### src/rtl/uart_rx_framed_if.sv
// Receive-side bundle: serial line in, byte strobe and error strobes out.
// Latency: none (wires only).
// Backpressure: none; the consumer samples the one-cycle strobes as they fire.
interface uart_rx_framed_if;
  logic       i_uart_rx;
  logic       o_wr;
  logic [7:0] o_data;
  logic       o_frame_err;
  logic       o_break;

  // Driver of the line / consumer of received bytes.
  modport master (
    output i_uart_rx,
    input  o_wr,
    input  o_data,
    input  o_frame_err,
    input  o_break
  );

  // The receiver itself.
  modport slave (
    input  i_uart_rx,
    output o_wr,
    output o_data,
    output o_frame_err,
    output o_break
  );
endinterface

### src/rtl/uart_rx_framed.sv
// 8N1 UART receiver with framing-error and line-break reporting.
// Latency: strobes fire 1 cycle after the stop-bit sample (line to rx_s adds 2 cycles).
// Backpressure: none; o_wr/o_frame_err/o_break are single-cycle, o_data holds until next o_wr.
module uart_rx_framed #(
  parameter logic [23:0] CLOCKS_PER_BAUD = 24'd1250
) (
  input  logic            i_clk,
  input  logic            i_reset,
  uart_rx_framed_if.slave rx_if
);

  // Half-bit delay puts every later sample in the middle of its bit.
  localparam logic [23:0] HALF_M1 = (CLOCKS_PER_BAUD >> 1) - 24'd1;
  localparam logic [23:0] FULL_M1 = CLOCKS_PER_BAUD - 24'd1;

  typedef enum logic [2:0] {
    ST_IDLE,
    ST_START,
    ST_DATA,
    ST_STOP,
    ST_WAIT_HIGH
  } state_t;

  state_t      state_q,     state_d;
  logic [1:0]  sync_q,      sync_d;
  logic [23:0] baud_cnt_q,  baud_cnt_d;
  logic [2:0]  bit_cnt_q,   bit_cnt_d;
  logic [7:0]  shift_q,     shift_d;
  logic [7:0]  data_q,      data_d;
  logic        wr_q,        wr_d;
  logic        frame_err_q, frame_err_d;
  logic        break_q,     break_d;

  logic rx_s;
  logic cnt_zero;

  assign rx_s     = sync_q[1];
  assign cnt_zero = (baud_cnt_q == 24'd0);

  assign rx_if.o_wr        = wr_q;
  assign rx_if.o_data      = data_q;
  assign rx_if.o_frame_err = frame_err_q;
  assign rx_if.o_break     = break_q;

  // State register; reset aborts any frame in flight and suppresses its strobe.
  always_ff @(posedge i_clk) begin
    if (i_reset) begin
      state_q     <= ST_IDLE;
      sync_q      <= 2'b11;
      baud_cnt_q  <= 24'd0;
      bit_cnt_q   <= 3'd0;
      shift_q     <= 8'h00;
      data_q      <= 8'h00;
      wr_q        <= 1'b0;
      frame_err_q <= 1'b0;
      break_q     <= 1'b0;
    end else begin
      state_q     <= state_d;
      sync_q      <= sync_d;
      baud_cnt_q  <= baud_cnt_d;
      bit_cnt_q   <= bit_cnt_d;
      shift_q     <= shift_d;
      data_q      <= data_d;
      wr_q        <= wr_d;
      frame_err_q <= frame_err_d;
      break_q     <= break_d;
    end
  end

  // Next-state: synchronizer shift, bit timing, frame decode and strobe generation.
  always_comb begin
    sync_d      = {sync_q[0], rx_if.i_uart_rx};
    state_d     = state_q;
    baud_cnt_d  = baud_cnt_q;
    bit_cnt_d   = bit_cnt_q;
    shift_d     = shift_q;
    data_d      = data_q;
    wr_d        = 1'b0;
    frame_err_d = 1'b0;
    break_d     = 1'b0;

    case (state_q)
      ST_IDLE: begin
        if (!rx_s) begin
          baud_cnt_d = HALF_M1;
          state_d    = ST_START;
        end
      end

      ST_START: begin
        if (cnt_zero) begin
          if (rx_s) begin
            // Line went back high before mid-start: treat as a glitch.
            state_d = ST_IDLE;
          end else begin
            baud_cnt_d = FULL_M1;
            bit_cnt_d  = 3'd0;
            state_d    = ST_DATA;
          end
        end else begin
          baud_cnt_d = baud_cnt_q - 24'd1;
        end
      end

      ST_DATA: begin
        if (cnt_zero) begin
          // Shift in at the MSB so bit 0 ends up in the LSB after 8 shifts.
          shift_d    = {rx_s, shift_q[7:1]};
          baud_cnt_d = FULL_M1;
          if (bit_cnt_q == 3'd7) begin
            state_d = ST_STOP;
          end else begin
            bit_cnt_d = bit_cnt_q + 3'd1;
          end
        end else begin
          baud_cnt_d = baud_cnt_q - 24'd1;
        end
      end

      ST_STOP: begin
        if (cnt_zero) begin
          if (rx_s) begin
            data_d  = shift_q;
            wr_d    = 1'b1;
            state_d = ST_IDLE;
          end else begin
            // Bad stop: keep the last good byte, and wait for the line to
            // recover so a held-low line reports only once.
            frame_err_d = 1'b1;
            break_d     = (shift_q == 8'h00);
            state_d     = ST_WAIT_HIGH;
          end
        end else begin
          baud_cnt_d = baud_cnt_q - 24'd1;
        end
      end

      ST_WAIT_HIGH: begin
        if (rx_s) begin
          state_d = ST_IDLE;
        end
      end

      default: begin
        state_d = ST_IDLE;
      end
    endcase
  end

endmodule

### src/flat_wrapper.sv
// flat-port wrapper written by rule: the top's interface ports become plain ports
module uart_rx_framed_flat 
#(
  parameter logic [23:0] CLOCKS_PER_BAUD = 24'd1250
)
  (i_clk, i_reset, rx_if_i_uart_rx, rx_if_o_wr, rx_if_o_data, rx_if_o_frame_err, rx_if_o_break);
  uart_rx_framed_if rx_if_i ();
  input  logic i_clk;
  input  logic i_reset;
  input wire logic [$bits(rx_if_i.i_uart_rx)-1:0] rx_if_i_uart_rx;
  output wire logic [$bits(rx_if_i.o_wr)-1:0] rx_if_o_wr;
  output wire logic [$bits(rx_if_i.o_data)-1:0] rx_if_o_data;
  output wire logic [$bits(rx_if_i.o_frame_err)-1:0] rx_if_o_frame_err;
  output wire logic [$bits(rx_if_i.o_break)-1:0] rx_if_o_break;
  assign rx_if_i.i_uart_rx = rx_if_i_uart_rx;
  assign rx_if_o_wr = rx_if_i.o_wr;
  assign rx_if_o_data = rx_if_i.o_data;
  assign rx_if_o_frame_err = rx_if_i.o_frame_err;
  assign rx_if_o_break = rx_if_i.o_break;
  uart_rx_framed #(.CLOCKS_PER_BAUD(CLOCKS_PER_BAUD)) u_core (.i_clk(i_clk), .i_reset(i_reset), .rx_if(rx_if_i));
endmodule
### config.mk
export PLATFORM = sky130hd
export DESIGN_NAME = uart_rx_framed_flat
export DESIGN_NICKNAME = d
export VERILOG_FILES = /design/src/rtl/uart_rx_framed_if.sv /design/src/rtl/uart_rx_framed.sv /design/src/flat_wrapper.sv
export SDC_FILE = /design/constraint.sdc
export NUM_CORES = 1
export LEC_CHECK = 0
export CAP_MARGIN = 20
export CORE_AREA = 8 8 102 104
export CTS_CLUSTER_SIZE = 14
export DETAILED_ROUTE_END_ITERATION = 10
export DIE_AREA = 0 0 110 112
export GPL_ROUTABILITY_DRIVEN = 0
export SETUP_SLACK_MARGIN = 0.02
export SLEW_MARGIN = 10
export SYNTH_ARGS = -nofsm -noshare
export SYNTH_HDL_FRONTEND = slang
export SYNTH_SLANG_ARGS = --single-unit
export TNS_END_PERCENT = 1
### constraint.sdc
create_clock -name i_clk -period 3.05 [get_ports i_clk]
set_clock_uncertainty 0.2 [all_clocks]
set_input_delay 0.305 -clock i_clk [delete_from_list [all_inputs] [get_ports i_clk]]
set_output_delay 0.305 -clock i_clk [all_outputs]
set_load 0.02 [all_outputs]
## Word-level counts from Yosys, hierarchy flattened

Index checks and enable logic that the tools add are counted.

| storage, ports and cells | value |
|---|---|
| ROM bits | 0 |
| bits of input ports | 3 |
| register bits | 51 |
| memories | 0 |
| latch bits | 0 |
| output and inout port bits | 11 |
| RAM bits | 0 |

| cells by class | value |
|---|---|
| order comparisons | 0 |
| $mul | 0 |
| shift-type cells | 0 |
| $add $sub $neg | 2 |
| divide/modulo/power cells | 0 |
| reductions and logical operators | 12 |
| mux-type cells | 22 |
| bitwise logic cells | 2 |
| equality and inequality tests | 15 |

Operators by type and width:

| operator | number |
|---|---|
| two-way mux 24 bit | 5 |
| case mux 24 bit (4 select lines) | 1 |
| two-way mux 3 bit | 11 |
| zero test 24 bit | 1 |
| subtractor 24 x 1 -> 24 bit (second input constant) | 1 |
| case mux 3 bit (5 select lines) | 1 |
| != test 2 x 1 -> 1 bit (second input constant) | 5 |
| zero test 8 bit | 1 |
| != test 2 bit (second input constant) | 4 |
| == test 3 x 2 -> 1 bit (second input constant) | 2 |
| == test 3 bit (second input constant) | 2 |
| case mux 3 bit (2 select lines) | 1 |
| AND reduction 6 bit | 1 |
| AND reduction 5 bit | 1 |
| AND reduction 4 bit | 1 |
| nonzero test 4 bit | 1 |
| OR reduction 4 bit | 1 |
| adder 3 x 1 -> 3 bit (second input constant) | 1 |
| == test 3 x 1 -> 1 bit (second input constant) | 1 |
| zero test 3 bit | 1 |
| != test 3 bit (second input constant) | 1 |
| AND reduction 3 bit | 1 |
| OR reduction 3 bit | 1 |
| two-way mux 1 bit | 2 |
| other kinds (4) | 5 |

## Depth between registers and ports, before layout

Gate-level depths: netlist of the first run.

| depth | value |
|---|---|
| word-level depth | 4 |
| gate-level depth with buffers | 8 |
| mapped depth without buffers | 7 |

## Worst setup path before layout of the first run

Ideal clock, no wire load.

| timing path | value |
|---|---|
| kind | register to register |
| start point | register u_core.baud_cnt_q[16] |
| end point | register u_core.data_q[0] (netlist: u_core.rx_if.o_data[0]) |
| path slack | 399 ps |
| data required time | 2718 ps |
| arrival time | 2319 ps |
| cell stages (with the launch flop) | 8 |
| period minus slack after synthesis | 2651 ps |
| cells stage by stage | dfxtp_1 -> or4_4 -> or4_4 -> buf_6 -> or4b_4 -> buf_6 -> o21ai_2 -> a21oi_1 |

| on the way | value |
|---|---|
| word-level cells in the longest chain between the ends | 2 |

Ends and longest elaborated chain:

| what | RTL line | source |
|---|---|---|
| from (decl) | uart_rx_framed.sv:26 | `logic [23:0] baud_cnt_q, baud_cnt_d;` |
| from (signal assigned) | uart_rx_framed.sv:60 | `baud_cnt_q <= baud_cnt_d;` |
| zero test 24 bit | uart_rx_framed.sv:38 | `assign cnt_zero = (baud_cnt_q == 24'd0);` |
| AND reduction 3 bit (no line) | n/a |  |
| to (signal assigned) | uart_rx_framed.sv:63 | `data_q <= data_d;` |
| to (decl) | uart_rx_framed.sv:29 | `logic [7:0] data_q, data_d;` |

No other way between the ends.
A chain may end at the register's enable or synchronous reset.

## Final worst setup path of the first run

| timing path | value |
|---|---|
| start point | register u_core.baud_cnt_q[16] |
| end point | register u_core.data_q[1] (netlist: u_core.rx_if.o_data[1]) |

The elaborated chain is that of the path after synthesis.

==> metrics.csv, run 1 <==
stage,metric,value,unit
outcome,status,finished clean,
route,vias,2186,
floorplan,coreArea,8890,µm²
setup_path,ff2ff_setup_slack,0.34,ns
setup_path,crit_type,register to register,
cells_and_area,area_growth,14.0,%
route,viasPerCell,5.24,
timing,tightest_slew,0.705,ns
hold_path,hold_class,register to register,
clocking,clockBufferDepth,2,
floorplan,die_area,12300,µm²
clocking,holdBufCountCts,0,
timing,post-route-period-util,0.888,
setup_path,rr_endpoint,u_core.rx_if.o_data[1],
clocking,cts_setup_buffers,0,
timing,period_minus_slack,2.71,ns
setup_path,endpoint_kind,register,
pwr,ir_drop,0.355,mV
hold_path,hold_start,u_core.sync_q[0],
grt,grt-ovfl-total,0,
route,dr.pass1.iters,4,
logic_synthesis,synth_cell_types,50,
timing,slew_headroom,0.526,
grt,grt_pass1_vias,2156,
cells_and_area,num_antenna_cells,0,
floorplan,start_util,0.288,
logic_synthesis,yosysSeqAreaShare,0.399,
route,wl,5.86,mm
flow_run,cap_viol_max_count,0,
placed_design,io_buffer_count,13,
setup_path,crit_arrival,2.75,ns
pwr,leakagePower,0.000999,µW
logic_synthesis,ys.flop_type,dfxtp_1,
pwr,switchingPower,1470,µW
logic_synthesis,syn_area_per_cell,8.76,µm²
floorplan,die_x,110,µm
timing,finalMaxSlewViolations,0,
clocking,cts_tree,done,
pwr,p_sw_frac,0.473,
cells_and_area,final_common_cell,dfxtp_1,
hold_path,hold_depth,1,
cells_and_area,mostFrequentLayoutCells,"51 x dfxtp_1, 32 x a21oi_1, 20 x nor2_1",
cells_and_area,drive_above_1_share,0.170,
grt,grt_max_degree,27,
timing,final-setup-viol-count,0,
pwr,comb_power_share,0.570,
floorplan,fp.dieH,112,µm
setup_path,cp-start-kind,register,
floorplan,ios,14,
pwr,internal-power,1640,µW
timing,rsz0062_at_grt,false,
route,drc_errors,0,
placed_design,place_inst,409,
clocking,h-tree-depth,2,
pwr,seq_power_share,0.298,
logic_synthesis,async_flop_share,0,
route,wl_per_cell,14.0,µm
logic_synthesis,syn_area,2560,µm²
pwr,power_density,1070,nW/µm²
logic_synthesis,synth_nets,299,
clocking,cts_resized,0,
timing,setup-tns-final,0,ns
setup_path,reg2regPathDepth,6,
logic_synthesis,synthCells,292,
hold_path,worstHoldEndpoint,u_core.sync_q[1],
grt,grt_usage,0.0989,
clocking,path_clk_slew,0.10,ns
grt,grt_pass1_wl,10.1,mm
logic_synthesis,synth_seq_cells,51,
route,ant_nets,0,
grt,antenna_found_initial,0,
route,drtIter0Drc,104,
pwr,power.share.clock,0.132,
cells_and_area,layout.cells.non_filler,417,
setup_path,critPathRequiredTime,3.09,ns
placed_design,hpwlAfterDp,4.32,mm
setup_path,cp_max_fo,8,
setup_path,worstReg2RegStart,u_core.baud_cnt_q[16],
logic_synthesis,yosysWarnings,0,
clocking,root_buffer,clkbuf_8,
timing,timing.fmax,0.369,GHz
clocking,cts_sinks,51,
logic_synthesis,synth-edff-count,0,
timing,hold_violations,0,
floorplan,fp-row-count,35,
clocking,numCtsBuffers,5,
clocking,clk_latency,0.31,ns
cells_and_area,nets,312,
timing,worst_slack,0.341,ns
placed_design,dp_slack,0.342,ns
==> logic make-up (layout without fill, tap and decap cells) <==
logic type	Yosys count	after routing	synth area share
xor+xnor	4	4	0.0137
flops	51	51	0.399
simple gates	122	122	0.289
buf+inv	22	36	0.0386
mux	11	11	0.0435
fa+ha+maj	4	4	0.0196
compound gates	78	78	0.197
==> critical path, stage by stage, from the launching register on <==
cell	delay (ns)
dfxtp_1	0.36
or4_4	0.55
or4_4	0.55
nor4_4	0.46
buf_4	0.24
nand4_1	0.11
a21oi_1	0.16
==> how the worst max path moves through the flow <==
stage	to	cells past startpoint	slack, ns	from
after floorplan	u_core.rx_if.o_data[0]	7	0.40	u_core.baud_cnt_q[16]
after global placement	u_core.rx_if.o_data[1]	6	0.37	u_core.baud_cnt_q[16]
after detailed placement	u_core.rx_if.o_data[1]	6	0.34	u_core.baud_cnt_q[16]
after CTS	u_core.rx_if.o_data[1]	6	0.31	u_core.baud_cnt_q[16]
after global routing	u_core.rx_if.o_data[1]	6	0.19	u_core.baud_cnt_q[16]
final	u_core.rx_if.o_data[1]	6	0.34	u_core.baud_cnt_q[16]
==> flip-flops by register name, summed over array words and instances, names as in the netlist <==
signal                    cells
u_core.state_q                3
u_core.sync_q                 2
u_core.rx_if.o_frame_err      1
u_core.rx_if.o_break          1
u_core.shift_q                8
u_core.baud_cnt_q            24
u_core.rx_if.o_data           8
u_core.rx_if.o_wr             1
u_core.bit_cnt_q              3
==> power by group through the flow <==
stage | sequential [µW] | combinational (µW) | clock (µW)
5_1_grt | 956 | 1960 | 454
2_1_floorplan | 894 | 1400 | 0
4_1_cts | 927 | 1770 | 429
6_report | 929 | 1770 | 412
3_3_place_gp | 940 | 1740 | 0
3_5_place_dp | 942 | 1760 | 0
==> cells in the mapped netlist (2+ instances only) <==
cell	number	area, µm²
dfxtp_1	51	1020
a21oi_1	32	160
nor2_1	20	75.1
nand2_1	15	56.3
nor3_1	13	65.1
clkbuf_1	12	45.0
nand4_1	11	68.8
mux2i_1	10	100
o21ai_0	10	50.1
or2_2	9	56.3
nor4_1	8	50.1
o21ai_2	8	70.1
or4_1	8	60.1
nand3_1	7	35.0
o31ai_1	7	52.6
or3_1	7	43.8
inv_1	5	18.8
o211ai_1	5	37.5
ha_1	4	50.1
o41ai_1	4	35.0
xor2_1	4	35.0
nand3b_1	3	22.5
or3_2	3	22.5
buf_1	2	7.51
buf_6	2	22.5
nand2b_1	2	12.5
nor2b_1	2	12.5
nor3_2	2	20.0
nor4_4	2	42.5
o22ai_1	2	12.5
or3b_2	2	17.5
or4_4	2	22.5
==> layout make-up <==
class	count	area [µm²]
Multi-Input combinational cell	219	1440
Timing Repair Buffer	23	205
Fill cell	965	5970
Tap cell	111	139
Inverter	5	18.8
Clock buffer	7	86.3
Clock inverter	1	8.76
Sequential cell	51	1020
==> stage by stage <==
step,total power [µW],hold slack (ns),cell area (µm²),util
finish,3120,0.214,2920,0.328
global placement,2680,0.193,2820,0.317
CTS,3130,0.217,2920,0.328
detailed placement,2710,0.194,2820,0.317
floorplan,2300,0.179,2560,-
global route,3370,0.231,2920,0.328
==> metal layers <==
metal  GRT usage  vias up  part of all wire
li1            -     1121                 -
met3      0.0237        6             0.031
met5           0        -                 0
met2       0.162       25              0.48
met4      0.0216        0            0.0077
met1       0.126     1034              0.48
Power figures use the tool's default switching activity.
==> inputs of run 2 (changes only) <==
--- a/config.mk
+++ b/config.mk
@@ -6,10 +6,10 @@
 export NUM_CORES = 1
 export LEC_CHECK = 0
 export CAP_MARGIN = 20
-export CORE_AREA = 8 8 102 104
+export CORE_AREA = 2 2 96 98
 export CTS_CLUSTER_SIZE = 14
 export DETAILED_ROUTE_END_ITERATION = 10
-export DIE_AREA = 0 0 110 112
+export DIE_AREA = 0 0 98 100
 export GPL_ROUTABILITY_DRIVEN = 0
 export SETUP_SLACK_MARGIN = 0.02
 export SLEW_MARGIN = 10
==> metrics.csv, run 2 (same netlist as run 1, synthesis figures left out) <==
stage,metric,value,unit
hold_path,hold_class,register to register,
setup_path,cp-start-kind,register,
setup_path,critPathRequiredTime,3.10,ns
timing,worst_slack,0.319,ns
grt,grt_max_degree,27,
pwr,power_density,1100,nW/µm²
floorplan,die_area,9800,µm²
route,ant_nets,0,
cells_and_area,nets,312,
hold_path,worstHoldEndpoint,u_core.sync_q[1],
grt,grt-ovfl-total,0,
cells_and_area,nFillCells,937,
setup_path,rr_endpoint,u_core.rx_if.o_break,
clocking,cts_sinks,51,
clocking,cts_setup_buffers,0,
cells_and_area,largest_register_ffs,24,
timing,timing.fmax,0.366,GHz
cells_and_area,final_common_cell,dfxtp_1,
route,drtIter0Drc,78,
timing,setup-tns-final,0,ns
cells_and_area,final_area,2940,µm²
clocking,h-tree-depth,2,
clocking,holdBufCountCts,0,
placed_design,dp_slack,0.364,ns
pwr,power,3230,µW
setup_path,endpoint_kind,register,
clocking,numCtsBuffers,5,
setup_path,cp_max_fo,11,
timing,period_minus_slack,2.73,ns
flow_run,cap_viol_max_count,0,
cells_and_area,num_antenna_cells,0,
hold_path,hold_depth,1,
cells_and_area,drive_above_1_share,0.173,
outcome,status,finished clean,
floorplan,fp.dieH,100,µm
timing,slew_headroom,0.527,
timing,final-setup-viol-count,0,
placed_design,io_buffer_count,13,
clocking,clk_latency,0.30,ns
grt,grt_pass1_wl,10.1,mm
floorplan,fp-row-count,35,
setup_path,reg2regPathDepth,5,
clocking,cts_resized,0,
timing,rsz0062_at_grt,false,
setup_path,ff2ff_setup_slack,0.32,ns
placed_design,hpwlAfterDp,4.22,mm
route,drc_errors,0,
cells_and_area,regMostFlops,u_core.baud_cnt_q,
cells_and_area,mostFrequentLayoutCells,"51 x dfxtp_1, 32 x a21oi_1, 20 x nor2_1",
pwr,leakagePower,0.00101,µW
timing,finalMaxSlewViolations,0,
setup_path,worstReg2RegStart,u_core.baud_cnt_q[16],
route,vias,2210,
timing,tightest_slew,0.704,ns
clocking,clockBufferDepth,2,
placed_design,postPlaceCellArea,2820,µm²
clocking,root_buffer,clkbuf_8,
grt,grt_usage,0.124,
floorplan,ios,14,
floorplan,die_x,98,µm
timing,post-route-period-util,0.895,
floorplan,start_util,0.288,
clocking,cts_tree,done,
floorplan,coreArea,8890,µm²
route,viasPerCell,5.30,
grt,antenna_found_initial,0,
route,wl,5.95,mm
route,wl_per_cell,14.3,µm
setup_path,crit_type,register to register,
route,dr.pass1.iters,4,
grt,grt_pass1_vias,2069,
setup_path,crit_arrival,2.78,ns
cells_and_area,area_growth,15.1,%
hold_path,hold_start,u_core.sync_q[0],
pwr,ir_drop,0.386,mV
clocking,path_clk_slew,0.10,ns
timing,hold_violations,0,
run 2: changes by cell type in the layout (fill, tap and decap cells not counted):
| cell | previous run | this run |
|---|---|---|
| inv_6 | 0 | 1 |
| clkinv_4 | 1 | 0 |
| bufinv_16 | 0 | 1 |
| clkbuf_1 | 1 | 0 |
run 2: where the power goes:
group	switching [µW]	total, µW	internal (µW)
sequential	158	937	779
combinational	1110	1780	672
clock	235	505	270
run 2: worst max-delay path by stage:
stage	slack [ns]	from	cells after the start	endpoint
final	0.32	u_core.baud_cnt_q[16]	5	u_core.rx_if.o_break
after global routing	0.24	u_core.baud_cnt_q[16]	5	u_core.rx_if.o_break
after CTS	0.32	u_core.baud_cnt_q[16]	5	u_core.rx_if.o_break
after detailed placement	0.36	u_core.baud_cnt_q[16]	5	u_core.rx_if.o_break
after global placement	0.39	u_core.baud_cnt_q[16]	5	u_core.rx_if.o_break
after floorplan	0.40	u_core.baud_cnt_q[16]	7	u_core.rx_if.o_data[0]
run 2: through the flow:
step	hold WS, ns	cells	utilization
after floorplan	0.179	292	-
after global routing	0.237	417	0.331
after detailed placement	0.199	409	0.317
final	0.220	417	0.331
after CTS	0.223	417	0.331
after global placement	0.198	409	0.317
run 2: critical path, stage by stage, from the launching register on:
cell	delay, ns
dfxtp_1	0.36
or4_4	0.56
or4_4	0.56
or4b_4	0.67
nor3_2	0.17
and3_1	0.17
run 2: area by class of cell:
type                            instances  area, µm²  area share
Timing Repair Buffer                   23        205      0.0697
Sequential cell                        51       1020       0.347
Multi-Input combinational cell        219       1440       0.489
Clock inverter                          2       38.8      0.0132
Inverter                                5       18.8     0.00638
Tap cell                              111        139      0.0472
Clock buffer                            6       82.6      0.0281
run 2: metal layers:
metal / wire [µm] / up-vias / GRT usage
met4: 67 / 0 / 0.0278
met2: 2820 / 26 / 0.207
met1: 2900 / 1058 / 0.164
met5: 0 / - / 0
li1: - / 1119 / -
met3: 162 / 7 / 0.0272
==> inputs of run 3 (changes only) <==
--- a/config.mk
+++ b/config.mk
@@ -6,10 +6,10 @@
 export NUM_CORES = 1
 export LEC_CHECK = 0
 export CAP_MARGIN = 20
-export CORE_AREA = 2 2 96 98
+export CORE_AREA = 2 2 114 83
 export CTS_CLUSTER_SIZE = 14
 export DETAILED_ROUTE_END_ITERATION = 10
-export DIE_AREA = 0 0 98 100
+export DIE_AREA = 0 0 116 85
 export GPL_ROUTABILITY_DRIVEN = 0
 export SETUP_SLACK_MARGIN = 0.02
 export SLEW_MARGIN = 10
==> metrics.csv, run 3 (same netlist as run 1, synthesis figures left out) <==
stage,metric,value,unit
outcome,status,finished clean,
placed_design,io_buffer_count,13,
placed_design,postPlaceCellArea,2840,µm²
cells_and_area,final_common_cell,dfxtp_1,
clocking,cts_resized,0,
cells_and_area,drive_above_1_share,0.173,
floorplan,start_util,0.291,
setup_path,endpoint_kind,register,
pwr,power_density,1130,nW/µm²
floorplan,fp-row-count,29,
timing,setup-tns-final,0,ns
timing,period_minus_slack,2.69,ns
grt,grt_pass1_wl,10.1,mm
grt,use_met3,0.0357,
timing,finalMaxSlewViolations,0,
setup_path,worstPathCellList,"or4_4, or4_4, or4b_4, nor3_2, and3_1",
clocking,root_buffer,clkbuf_16,
flow_run,cap_viol_max_count,0,
floorplan,die_x,116,µm
clocking,clockBufferDepth,2,
hold_path,hold_class,register to register,
floorplan,ios,14,
cells_and_area,regMostFlops,u_core.baud_cnt_q,
setup_path,cp-start-kind,register,
clocking,cts_setup_buffers,0,
cells_and_area,num_antenna_cells,0,
timing,final-setup-viol-count,0,
floorplan,fp.dieH,85,µm
pwr,leakagePower,0.00102,µW
clocking,numCtsBuffers,5,
route,drc_errors,0,
route,dr.pass1.iters,4,
clocking,clk_latency,0.30,ns
clocking,path_clk_slew,0.07,ns
grt,use_met2,0.169,
cells_and_area,final_core_util,0.340,
route,wl,6.09,mm
floorplan,coreArea,8780,µm²
setup_path,cp_max_fo,11,
clocking,cts_sinks,51,
route,ant_nets,0,
cells_and_area,largest_register_ffs,24,
pwr,ir_drop,0.356,mV
setup_path,crit_arrival,2.73,ns
grt,grtUsageMet1,0.203,
route,viasPerCell,5.23,
timing,hold_slack,0.211,ns
clocking,h-tree-depth,2,
timing,hold_violations,0,
grt,grt_pass1_vias,2003,
cells_and_area,nets,312,
route,vias,2248,
setup_path,worst_path_most_repeated_cell,or4_4,
timing,slew_headroom,0.530,
grt,busiest_layer,met1,
grt,antenna_found_initial,0,
clocking,holdBufCountCts,0,
cells_and_area,mostFrequentLayoutCells,"51 x dfxtp_1, 32 x a21oi_1, 20 x nor2_1",
route,wl_per_cell,14.2,µm
setup_path,cp_slowest_cell,or4b_4,
cells_and_area,final_area,2980,µm²
timing,timing.fmax,0.372,GHz
cells_and_area,area_growth,16.6,%
timing,post-route-period-util,0.882,
route,drtIter0Drc,213,
floorplan,die_area,9860,µm²
setup_path,cpPeakStageDelay,0.66,ns
grt,grt_usage,0.129,
grt,grt_max_degree,27,
clocking,cts_tree,done,
setup_path,critPathRequiredTime,3.09,ns
timing,rsz0062_at_grt,false,
timing,tightest_slew,0.699,ns
grt,grt-ovfl-total,0,
placed_design,hpwlAfterDp,4.36,mm
setup_path,crit_type,register to register,
[run 3: cell count changes in the layout (fill, tap and decap cells not counted), sizes merged]
cell | before | now
clkinv | 0 | 1
bufinv | 1 | 0
clkbuf | 6 | 5
clkinvlp | 0 | 2
inv | 6 | 5
[run 3: critical path: cells and delay by family (launching register included)]
kind	cells	cell delay (ns)
simple gates	5	2.08
flops	1	0.35
[run 3: stage by stage]
step | setup slack, ns | power, µW | instances
after floorplan | 0.399 | 2300 | 292
after global placement | 0.406 | 2750 | 422
after detailed placement | 0.369 | 2770 | 422
after CTS | 0.354 | 3340 | 430
after global routing | 0.257 | 3600 | 430
final | 0.359 | 3380 | 430
[run 3: worst paths after layout]
kind / to / cells after the start / startpoint / slack [ns]
hold / removal: u_core.sync_q[1] / 1 / u_core.sync_q[0] / 0.21
hold reg to reg: u_core.sync_q[1] / 1 / u_core.sync_q[0] / 0.21
setup reg to reg: u_core.rx_if.o_break / 5 / u_core.baud_cnt_q[16] / 0.36
setup / recovery: u_core.rx_if.o_break / 5 / u_core.baud_cnt_q[16] / 0.36
[run 3: power by group]
group	switching, µW	internal, µW	total (µW)
combinational	1170	711	1880
sequential	159	780	938
clock	261	303	564
[run 3: routing by layer]
| layer | share of wire | up-vias |
|---|---|---|
| li1 | - | 1122 |
| met1 | 0.53 | 1069 |
| met2 | 0.41 | 49 |
| met3 | 0.049 | 8 |
| met4 | 0.013 | 0 |
| met5 | 0 | - |
[run 3: final cells by class]
type	instances	area (µm²)
inverters	5	18.8
fillers	929	5800
clock inverters	3	20.0
well taps	124	155
flip-flops and latches	51	1020
clock buffers	5	125
repair buffers	23	205
multi-input cells	219	1440
